### config.mk
export PLATFORM = sky130hd
export DESIGN_NAME = cordic_engine
export DESIGN_NICKNAME = d
export VERILOG_FILES = /design/src/rtl/cordic_engine.sv
export SDC_FILE = /design/constraint.sdc
export NUM_CORES = 2
export LEC_CHECK = 0
export CAP_MARGIN = 20
export CORE_MARGIN = 1
export CORE_UTILIZATION = 34
export CTS_CLUSTER_DIAMETER = 100
export DETAILED_ROUTE_END_ITERATION = 8
export GPL_TIMING_DRIVEN = 0
export PLACE_DENSITY = 0.52
export SLEW_MARGIN = 20
export SYNTH_ARGS = -nofsm -noshare
export SYNTH_HDL_FRONTEND = slang
export SYNTH_SLANG_ARGS = --single-unit
### constraint.sdc
create_clock -name clk -period 17.3 [get_ports clk]
set_input_delay 3.46 -clock clk [delete_from_list [all_inputs] [get_ports clk]]
set_output_delay 3.46 -clock clk [all_outputs]
set_load 0.1 [all_outputs]
### src/rtl/cordic_engine.sv
// Fully pipelined CORDIC engine for sign-magnitude Q7.8 operands (rotation and vectoring).
// The x/y lanes run two bits wider than IW so CORDIC gain and pre-rotation can never wrap.
module cordic_engine #(
    parameter int ITER = 14,
    parameter int IW   = 24
) (
    input  logic        clk,
    input  logic        reset,
    input  logic        mode,
    input  logic [15:0] x,
    input  logic [15:0] y,
    input  logic [15:0] z,
    output logic [15:0] res1,
    output logic [15:0] res2
);
    localparam int XW = IW + 2;
    localparam int PW = XW + 18;
    localparam int NS = ITER + 2;
    localparam logic signed [IW-1:0] PI     = IW'(205887);
    localparam logic signed [IW-1:0] PI_2   = IW'(102944);
    localparam logic signed [17:0]   KSCALE = 18'sd39797;

    function automatic logic signed [IW-1:0] atan_q16(input int i);
        case (i)
            0:       return IW'(51472);
            1:       return IW'(30385);
            2:       return IW'(16055);
            3:       return IW'(8150);
            4:       return IW'(4091);
            5:       return IW'(2047);
            6:       return IW'(1024);
            7:       return IW'(512);
            default: return IW'(65536 >> i);
        endcase
    endfunction

    function automatic logic signed [XW-1:0] sm_to_tc(input logic [15:0] v);
        logic signed [XW-1:0] mag;
        mag = XW'({v[14:0], 8'h00});
        return v[15] ? -mag : mag;
    endfunction

    // Input carries 32 fraction bits; round half away from zero to 8, saturate, never emit -0.
    function automatic logic [15:0] to_sm(input logic signed [PW-1:0] v);
        logic [PW-1:0] mag;
        logic [PW-1:0] rnd;
        mag = v[PW-1] ? -v : v;
        rnd = (mag + (PW'(1) << 23)) >> 24;
        if (rnd > PW'(32767)) rnd = PW'(32767);
        return {v[PW-1] && (rnd != '0), rnd[14:0]};
    endfunction

    logic signed [XW-1:0] xs [NS];
    logic signed [XW-1:0] ys [NS];
    logic signed [IW-1:0] zs [NS];
    logic                 ms [NS];

    logic signed [XW-1:0] s1_x, s1_y;
    logic signed [IW-1:0] s1_z, zc;

    always_comb begin
        s1_x = xs[0];
        s1_y = ys[0];
        s1_z = '0;
        zc   = zs[0];
        if (ms[0]) begin
            if (zs[0] > PI) zc = PI;
            else if (zs[0] < -PI) zc = -PI;
            s1_z = zc;
            if (zc > PI_2) begin
                s1_x = -xs[0];
                s1_y = -ys[0];
                s1_z = zc - PI;
            end else if (zc < -PI_2) begin
                s1_x = -xs[0];
                s1_y = -ys[0];
                s1_z = zc + PI;
            end
        end else if (xs[0][XW-1]) begin
            s1_x = -xs[0];
            s1_y = -ys[0];
            s1_z = ys[0][XW-1] ? -PI : PI;
        end
    end

    logic signed [XW-1:0] rx [ITER];
    logic signed [XW-1:0] ry [ITER];
    logic signed [IW-1:0] rz [ITER];

    // Condition true means d = -1: z below zero in rotation, y non-negative in vectoring.
    always_comb begin
        for (int i = 0; i < ITER; i++) begin
            rx[i] = xs[i+1];
            ry[i] = ys[i+1];
            rz[i] = zs[i+1];
            if (ms[i+1] ? zs[i+1][IW-1] : !ys[i+1][XW-1]) begin
                rx[i] = xs[i+1] + (ys[i+1] >>> i);
                ry[i] = ys[i+1] - (xs[i+1] >>> i);
                rz[i] = zs[i+1] + atan_q16(i);
            end else begin
                rx[i] = xs[i+1] - (ys[i+1] >>> i);
                ry[i] = ys[i+1] + (xs[i+1] >>> i);
                rz[i] = zs[i+1] - atan_q16(i);
            end
        end
    end

    logic signed [PW-1:0] px, py, pz;
    logic [15:0]          f1, f2;

    // A zero vector leaves x at exactly zero; its angle lane holds junk and is forced to 0.
    always_comb begin
        px = PW'(xs[NS-1]) * PW'(KSCALE);
        py = PW'(ys[NS-1]) * PW'(KSCALE);
        pz = {{(PW-IW-16){zs[NS-1][IW-1]}}, zs[NS-1], 16'h0000};
        f1 = to_sm(px);
        if (ms[NS-1]) f2 = to_sm(py);
        else if (xs[NS-1] == '0) f2 = '0;
        else f2 = to_sm(pz);
    end

    always_ff @(posedge clk or negedge reset) begin
        if (!reset) begin
            for (int i = 0; i < NS; i++) begin
                xs[i] <= '0;
                ys[i] <= '0;
                zs[i] <= '0;
                ms[i] <= 1'b0;
            end
            res1 <= '0;
            res2 <= '0;
        end else begin
            xs[0] <= sm_to_tc(x);
            ys[0] <= sm_to_tc(y);
            zs[0] <= IW'(sm_to_tc(z));
            ms[0] <= mode;
            xs[1] <= s1_x;
            ys[1] <= s1_y;
            zs[1] <= s1_z;
            ms[1] <= ms[0];
            for (int i = 0; i < ITER; i++) begin
                xs[i+2] <= rx[i];
                ys[i+2] <= ry[i];
                zs[i+2] <= rz[i];
                ms[i+2] <= ms[i+1];
            end
            res1 <= f1;
            res2 <= f2;
        end
    end
endmodule

==> run metrics <==
Routed Antenna Nets=0; Synth Register Bits=1172; CTS H-Tree Depth=4; first-pass GRT wire length=422 mm; sequential area share after synthesis=28.8%; Finished Layout Cells=15300; synth top area cells=dfrtp_1 29%, ha_1 16%, xnor2_1 8.7%, fa_1 8.3%, inv_1 4.4%; worst r2r path cells=27; Final Cycle Share=58.5%; count of cell types in the netlist=101; Bufs and invs on worst path=6; input/output buffers=82; RSZ-0062 raised after global routing=no; outcome=finished clean; Final #Nets=13100; top_reg_cell synth=dfrtp_1; fin. max-slew vios=0; drt drc=0; CP Data Arrival Time=10.78 ns; Slowest cell on crit path=dfrtp_1; Mapped Cells=11000; share of cells above drive strength 1=3.65%; CTS tree=yes; Final Skew=0.0536 ns; crit-path max FO=23; mean routed wirelength per cell=17.1 um; sequential cell area=29300 um^2; delay-heaviest family, CP=adder cells; worst skew pair latency=0.80 ns; synth-to-layout area growth=11.1%; hold-fix buffers at CTS=0; CP dominant cell by count=fa_1; final worst path period need=10.12 ns; largest net degree at the start of global routing=159; Core ar.=298000 um^2; Rows=200; worst setup path class=reg2reg; initial core utilization=34.3%; crit start category=register; leading cell type by number of instances after synthesis=ha_1; Achievable Freq=98.8 MHz; Rel. slew slack=26.6%; I/O pins=83; crit end category=register; DRT Pass-1 Iters=8; synth cell count leaders=1344 x ha_1, 1185 x inv_1, 1172 x dfrtp_1; GP Congestion=0.881; initial antenna violation count=1; final hold vios=0; Max-Cap Viols=0; Hold Crit Class=reg2reg; setup TNS=0 ns; dpl cells=15100; Worst-path clk slew=0.06 ns; Bufs on Longest Clock Path=4; die height=550 um; gr usage total=17.2%; clock sink total=1172; Synth top area share=28.8%; Setup WS post-layout=7.18 ns; Syn Area/Cell=9.24 um^2; Synth Net Count=12900; Post-synth EDFFs=0; asr flop ratio synth=100%; Worst EP required=17.95 ns; DIE AREA=302000 um^2; Multi-input gate area=67600 um^2; clk root buf=clkbuf_16; GR Overflow Total=0; Setup Fix Bufs, Post-CTS=0; number of synthesis warnings=0; Setup-failing EPs final=0; TritonCTS buffer count=151; Routed Wire Length=263 mm; DR vias=77900; CP Depth=27; Fillers=29600; Yosys top cell by area=dfrtp_1; PostCTS Resize Cnt=0; worst-margin pin slew=1.09 ns; 1st-iter DRT viols=4018; Setup WS pre-CTS=7.21 ns; vias in the first global route=78800; max incr delay on CP=0.99 ns; Synth Cell Area=102000 um^2; x dimension of the die=550 um; Hold Crit Depth=0; detailed placement HPWL=216 mm; Via density=5.07
==> through the flow <==
| stage | hold WS [ns] | instance area, um^2 | utilization (%) |
|---|---|---|---|
| floorplan | 0.331 | 102000 | - |
| global placement | 0.332 | 108000 | 36.2 |
| detailed placement | 0.335 | 108000 | 36.3 |
| CTS | 0.342 | 113000 | 38.1 |
| global route | 0.353 | 113000 | 38.1 |
| finish | 0.339 | 113000 | 38.1 |
==> cell usage in the layout, fill, tap and decap left out, types with 403 or more instances in the layout <==
cell type | synthesis | final
xnor2_1 | 1014 | 1014
fa_1 | 424 | 424
a21oi_1 | 870 | 870
inv_1 | 1185 | 1185
nor2_1 | 833 | 833
xor2_1 | 403 | 403
ha_1 | 1344 | 1344
o21ai_0 | 572 | 572
nand2_1 | 644 | 644
dfrtp_1 | 1172 | 1172
==> path summary, 6_finish.rpt <==
kind,from,end,slack [ns]
worst max-delay path,xs[25],res1[4],7.18
worst min-delay path,zs[125],zs[101],0.34
worst max register to register,xs[25],res1[4],7.18
worst min register to register,zs[125],zs[101],0.34
max in group asynchronous,reset,ys[381],12.07
min in group asynchronous,reset,res1[11],2.52
==> worst reg2reg max path, delay by kind of cell, from the launching register on <==
family | cells | cell delay, ns
DFF | 1 | 0.99
muxes | 1 | 0.39
AOI/OAI and AO/OA | 3 | 1.06
buffers and inverters | 6 | 1.31
and+or+nand+nor | 8 | 2.31
xor gates and xnor gates | 2 | 0.55
adders and majority gates | 7 | 3.39
==> layout make-up <==
class	instances	area share [%]
multi-input cells	8515	59.7
flip-flops and latches	1172	25.9
well taps	3939	4.35
inverters	1194	3.96
clock buffers	194	3.76
repair buffers	95	0.999
clock inverters	69	0.819
plain buffers	156	0.559
diodes	7	0.0155
==> layer usage <==
metal / share of wire (%) / global-route usage (%) / wire, um / up-vias
li1: - / - / - / 38600
met5: 0 / 0 / 0 / -
met4: 3.3 / 5.65 / 8670 / 0
met3: 3.0 / 1.66 / 7800 / 393
met2: 49 / 30.9 / 130000 / 1280
met1: 44 / 21.6 / 117000 / 37600
==> registers in the layout (all words and copies together) (netlist names) <==
signal and flops:
zs 348, pz 24, ys 374, ms 16, res1 16, xs 378
res2 16
==> logic make-up (layout without fill, tap and decap cells) <==
family / Yosys count / after routing / synth area share, %
flops: 1172 / 1172 / 28.8
compound gates: 2634 / 2634 / 16.2
buf+inv: 1350 / 1708 / 4.99
other cells: 0 / 7 / 0
fa+ha+maj: 1768 / 1768 / 24.8
xor+xnor: 1420 / 1420 / 12.2
simple gates: 2600 / 2600 / 12.1
mux: 93 / 93 / 0.946
Power is left out: the tool's default activity adds up to more than one toggle a clock period on the data nets, which glitch-free logic cannot reach.
